===== config.mk =====
export PLATFORM = sky130hd
export DESIGN_NAME = mer_window_meas
export DESIGN_NICKNAME = d
export VERILOG_FILES = /design/src/rtl/mer_window_meas_pkg.sv /design/src/rtl/mer_window_meas_div.sv /design/src/rtl/mer_window_meas.sv
export SDC_FILE = /design/constraint.sdc
export NUM_CORES = 2
export LEC_CHECK = 0
export BUFFER_PORTS_ARGS = -buffer_cell sky130_fd_sc_hd__buf_2
export CORE_UTILIZATION = 40
export DETAILED_ROUTE_END_ITERATION = 16
export PLACE_DENSITY = 0.57
export SYNTH_ARGS = -nofsm -noshare
export SYNTH_HDL_FRONTEND = slang
export SYNTH_SLANG_ARGS = --single-unit

===== constraint.sdc =====
create_clock -name clk -period 9.3 [get_ports clk]
set_input_delay 0.465 -clock clk [delete_from_list [all_inputs] [get_ports clk]]
set_output_delay 0.465 -clock clk [all_outputs]
set_load 0.05 [all_outputs]

===== src/rtl/mer_window_meas_pkg.sv =====
// Shared definitions for the MER window measurement block:
// FSM state codes, default widths and the quotient format.
package mer_window_meas_pkg;

   localparam int MER_ERR_W    = 18;
   localparam int MER_LOG2_WIN = 10;
   localparam int MER_Q_FRAC   = 8;
   localparam int MER_QW       = 16;

   typedef enum logic [1:0] {
      ST_IDLE = 2'd0,
      ST_PREP = 2'd1,
      ST_DIV  = 2'd2,
      ST_DONE = 2'd3
   } mer_state_e;

endpackage


===== src/rtl/mer_window_meas_div.sv =====
// 16-iteration restoring divider, one quotient bit per clock,
// MSB first, with saturation detect latched at start.
module ufrac_div16
   import mer_window_meas_pkg::*;
#(
   parameter int NW = 2*MER_ERR_W + MER_Q_FRAC,
   parameter int DW = 2*MER_ERR_W
) (
   input  logic              clk,
   input  logic              reset,
   input  logic              start_i,
   input  logic [NW-1:0]     num_i,
   input  logic [DW-1:0]     den_i,
   output logic              done_o,
   output logic              sat_o,
   output logic [MER_QW-1:0] quo_o
);

   localparam int CW = (NW > DW + MER_QW) ? NW : DW + MER_QW;
   localparam int IW = $clog2(MER_QW);
   localparam logic [IW-1:0] LAST = IW'(MER_QW - 1);

   logic [CW-1:0]     rem_q;
   logic [CW-1:0]     dsh_q;
   logic [MER_QW-1:0] quo_q;
   logic [IW-1:0]     it_q;
   logic              run_q;
   logic              sat_q;
   logic [CW-1:0]     num_x;
   logic [CW-1:0]     den_x16;
   logic              sat_now;
   logic              ge;

   assign num_x   = CW'(num_i);
   assign den_x16 = CW'(den_i) << MER_QW;
   assign sat_now = (den_i == '0) || (num_x >= den_x16);
   assign ge      = (rem_q >= dsh_q);

   // Load operands on start, then subtract-and-shift once per clock
   always_ff @(posedge clk) begin
      if (reset) begin
         rem_q <= '0;
         dsh_q <= '0;
         quo_q <= '0;
         it_q  <= '0;
         run_q <= 1'b0;
         sat_q <= 1'b0;
      end else if (start_i) begin
         rem_q <= num_x;
         dsh_q <= CW'(den_i) << (MER_QW - 1);
         quo_q <= '0;
         it_q  <= '0;
         run_q <= 1'b1;
         sat_q <= sat_now;
      end else if (run_q) begin
         rem_q <= ge ? rem_q - dsh_q : rem_q;
         dsh_q <= dsh_q >> 1;
         quo_q <= {quo_q[MER_QW-2:0], ge};
         it_q  <= it_q + 1'b1;
         if (it_q == LAST) run_q <= 1'b0;
      end
   end

   assign done_o = run_q && (it_q == LAST);
   assign sat_o  = sat_q;
   assign quo_o  = quo_q;

endmodule


===== src/rtl/mer_window_meas.sv =====
// Windowed slicer-error statistics: MSE, DC error and the
// signal-to-MSE ratio in UQ8.8, one result set per window.
module mer_window_meas
   import mer_window_meas_pkg::*;
#(
   parameter int ERR_W    = MER_ERR_W,
   parameter int LOG2_WIN = MER_LOG2_WIN,
   parameter int Q_FRAC   = MER_Q_FRAC
) (
   input  logic                    clk,
   input  logic                    reset,
   input  logic                    clk_en,
   input  logic signed [ERR_W-1:0] err,
   input  logic [2*ERR_W-1:0]      sig_pwr,
   output logic [2*ERR_W-1:0]      mse_out,
   output logic signed [ERR_W-1:0] dc_out,
   output logic [MER_QW-1:0]       mer_ratio,
   output logic                    res_valid,
   output logic                    busy,
   output logic                    overrun
);

   localparam int PW  = 2*ERR_W;
   localparam int SQW = 2*ERR_W + LOG2_WIN;
   localparam int DCW = ERR_W + LOG2_WIN;
   localparam int NW  = 2*ERR_W + Q_FRAC;

   mer_state_e state_q, state_d;

   logic [LOG2_WIN-1:0]     sym_cnt_q;
   logic [SQW-1:0]          acc_sq_q;
   logic signed [DCW-1:0]   acc_dc_q;
   logic [PW-1:0]           snap_mse_q;
   logic signed [ERR_W-1:0] snap_dc_q;
   logic [PW-1:0]           snap_pwr_q;

   logic signed [PW-1:0]    sq_s;
   logic [SQW-1:0]          sum_sq;
   logic signed [DCW-1:0]   sum_dc;
   logic                    win_end;
   logic [NW-1:0]           num_w;
   logic                    div_start;
   logic                    div_done;
   logic                    div_sat;
   logic [MER_QW-1:0]       div_quo;

   assign sq_s    = PW'(err) * PW'(err);
   assign sum_sq  = acc_sq_q + SQW'($unsigned(sq_s));
   assign sum_dc  = acc_dc_q + DCW'(err);
   assign win_end = clk_en && (sym_cnt_q == '1);
   assign num_w   = NW'(snap_pwr_q) << Q_FRAC;

   // Symbol counter and accumulators; window end restarts both sums
   always_ff @(posedge clk) begin
      if (reset) begin
         sym_cnt_q <= '0;
         acc_sq_q  <= '0;
         acc_dc_q  <= '0;
      end else if (clk_en) begin
         sym_cnt_q <= sym_cnt_q + 1'b1;
         if (win_end) begin
            acc_sq_q <= '0;
            acc_dc_q <= '0;
         end else begin
            acc_sq_q <= sum_sq;
            acc_dc_q <= sum_dc;
         end
      end
   end

   // Capture the scaled window totals only when the pipeline is free
   always_ff @(posedge clk) begin
      if (reset) begin
         snap_mse_q <= '0;
         snap_dc_q  <= '0;
         snap_pwr_q <= '0;
      end else if (win_end && state_q == ST_IDLE) begin
         snap_mse_q <= PW'(sum_sq >> LOG2_WIN);
         snap_dc_q  <= ERR_W'(sum_dc >>> LOG2_WIN);
         snap_pwr_q <= sig_pwr;
      end
   end

   // State register
   always_ff @(posedge clk) begin
      if (reset) state_q <= ST_IDLE;
      else       state_q <= state_d;
   end

   // Next-state logic and divider launch
   always_comb begin
      state_d   = state_q;
      div_start = 1'b0;
      unique case (state_q)
         ST_IDLE: if (win_end) state_d = ST_PREP;
         ST_PREP: begin
            div_start = 1'b1;
            state_d   = ST_DIV;
         end
         ST_DIV:  if (div_done) state_d = ST_DONE;
         ST_DONE: state_d = ST_IDLE;
         default: state_d = ST_IDLE;
      endcase
   end

   ufrac_div16 #(
      .NW (NW),
      .DW (PW)
   ) u_div (
      .clk     (clk),
      .reset   (reset),
      .start_i (div_start),
      .num_i   (num_w),
      .den_i   (snap_mse_q),
      .done_o  (div_done),
      .sat_o   (div_sat),
      .quo_o   (div_quo)
   );

   // Result registers, status flags and the sticky overrun
   always_ff @(posedge clk) begin
      if (reset) begin
         mse_out   <= '0;
         dc_out    <= '0;
         mer_ratio <= '0;
         res_valid <= 1'b0;
         busy      <= 1'b0;
         overrun   <= 1'b0;
      end else begin
         res_valid <= 1'b0;
         if (state_q == ST_PREP) busy <= 1'b1;
         if (state_q == ST_DONE) begin
            mse_out   <= snap_mse_q;
            dc_out    <= snap_dc_q;
            mer_ratio <= div_sat ? '1 : div_quo;
            res_valid <= 1'b1;
            busy      <= 1'b0;
         end
         if (win_end && state_q != ST_IDLE) overrun <= 1'b1;
      end
   end

endmodule


==> summary.txt <==
io pins = 130
Area Growth Syn to Fin = 10.2%
Post-synth EDFFs = 0
die width = 282 um
clk slew on worst S/H paths = 60 ps
Max H-tree Level = 2
Antenna Nets Post-Route = 0
status = finished clean
Synth area leaders = dfxtp_1 24%, fa_1 19%, ha_1 10%
worst reg2reg startpoint = u_div.dsh_q[22]
final hold violations = 0
register area share after synthesis = 0.239
Multi-input gate area = 21300 sq um
HPWL after DPL = 64800 um
Clock Latency Late Sink = 610 ps
maximum clock frequency = 116 MHz
Reg area = 7490 sq um
utilization after layout = 0.446
Critical Path AT = 9070 ps
Synth async-reset ratio = 0
WHS Endpoint = snap_pwr_q[27]
share of the synthesized area in the top cell type = 0.239
Wirelength per Cell = 17.6 um
drt drc = 0
R2R Path End = u_div.rem_q[39]
GR Util All Layers = 0.214
Mapped Area = 31400 sq um
Distinct cells, synth = 77
Worst Hold Launch = sig_pwr[27]
vias in the first global route = 24700
most frequent cells in the layout = 535 x inv_1, 373 x nand2_1, 373 x dfxtp_1, 318 x nor2_1, 301 x fa_1
final setup violation count = 0
worst-margin pin slew = 1000 ps
min cycle time layout = 8590 ps
initial antenna violation count = 2
Max Fanout on Critical Path = 18
drt first pass iters = 5
CTS root buffer = clkbuf_16
smallest hold slack = 97.3 ps
commonest non-fill, non-tap cell in the layout = inv_1
Critical-path top delay cell = fa_1
vias post-DR = 24800
global-route wire length before repair = 135000 um
GRT overflow = 0
most used cell, CP = fa_1
post-synth top area cell = dfxtp_1
Max-Cap Viols = 0
critical path endpoint category = flip-flop
Rel. slew slack = 0.331
post-DR vias/cell = 5.18
share of layout cells above drive strength 1 = 0.0777
Num CTS Buffers = 44
WL met1 = 38200 um
met3 wire len = 2820 um
synth warn = 0
synthesized instance count = 3655
fillcell total = 7764
Slew Viols, Final = 0
row cnt = 102
Die ar. = 79500 sq um
CTS Sinks = 374
CTS tree = yes
Starting DRT DRC Count = 1452
DIE HEIGHT = 282 um
class of the most critical hold timing path = in -> reg
dominant synthesized flop cell = dfxtp_1
RSZ-0062 raised after global routing = false
I/O Buffers = 129
setup TNS = 0 ps
Nets = 4323
Initial Util = 0.405
critical path data required time = 9780 ps
metal2 WL = 41300 um
Core Region = 77500 sq um
Max Root-Sink Buffers = 3
#FFs+latches synth = 374
post-route cell area = 34600 sq um
Synthesized Nets = 4267
Hold Path Cell Cnt = 3
FF-to-FF setup slack = 5130 ps
gpl congestion = 0.874
total wire length = 84200 um
crit path launch type = input port
maximum number of pins on one net before global-route repair = 93
R2R cell count = 14
clk_skew = 47.9 ps
Placed Instance Area = 33100 sq um
CP peak stage delay = 550 ps
syn avg cell area = 8.58 sq um
DR top layer = met5
part of the cycle the worst path needs = 0.923
crit path kind = in -> reg
registers in the layout (all words and copies together), names as in the netlist, 4 cells and up:
name	count
acc_dc_q	28
snap_dc_q	18
u_div.it_q	4
u_div.dsh_q	51
mer_ratio	16
snap_pwr_q	36
mse_out	36
snap_mse_q	36
u_div.quo_o	16
u_div.rem_q	52
dc_out	18
acc_sq_q	46
sym_cnt_q	10
per-layer routing:
metal,up-vias,GRT usage
met5,-,0
met4,4,0.0528
met3,105,0.0234
met2,399,0.377
met1,12000,0.278
li1,12300,-
area by class of cell:
class                           count  area share
Multi-Input combinational cell   2581       0.615
Tap cell                         1040      0.0377
Clock buffer                       64      0.0369
Clock inverter                     18     0.00590
Antenna cell                        2    0.000145
Timing Repair Buffer              175      0.0290
Inverter                          535      0.0581
Sequential cell                   374       0.217
timing repair:
action / in CTS / in global routing
buffers inserted: 0 / 0
endpoints found under the setup margin: 0 / 2
gates resized for setup: 0 / 1
hold buffers: 0 / 0
worst max path at each step:
stage	start	end
floorplan	err[12]	acc_sq_q[44]
global placement	err[3]	acc_sq_q[44]
detailed placement	err[3]	acc_sq_q[44]
CTS	err[3]	acc_sq_q[42]
global route	err[3]	acc_sq_q[42]
finish	err[3]	acc_sq_q[42]
cells by family after synthesis:
logic type,count (synthesis),share of synthesized area
compound gates,765,0.159
xor+xnor,165,0.0461
fa+ha+maj,555,0.294
buf+inv,700,0.0846
flops,374,0.239
mux,132,0.0427
simple gates,964,0.135
metrics by stage:
step	std cells	setup WS, ps
6_report	4789	713
5_1_grt	4787	16.7
4_1_cts	4787	749
3_5_place_dp	4705	152
3_3_place_gp	4705	301
2_1_floorplan	3655	861
worst max-delay path: cells and delay by family:
kind	cells	cell delay [ps]
adder cells (fa/ha/maj)	8	3690
AO/OA/AOI/OAI	8	1880
XOR/XNOR	1	130
buffers and inverters	6	850
AND/OR/NAND/NOR	11	2020
synth_stat cells (18+ instances only):
library cell	instances
a211oi_1	85
a21o_1	89
a21oi_1	273
a22oi_1	31
a31oi_1	23
and2_1	52
buf_1	19
clkbuf_1	139
dfxtp_1	374
fa_1	301
ha_1	254
inv_1	535
mux2i_1	117
nand2_1	374
nand2b_1	20
nand3_1	52
nand4_1	34
nor2_1	321
nor2b_1	19
nor3_1	25
o21ai_0	84
o21bai_1	26
o22ai_1	18
or3_1	19
xnor2_1	95
xor2_1	70
Power is not shown: default switching activity piles up to over one toggle a cycle in this logic, so the estimate is an artifact.
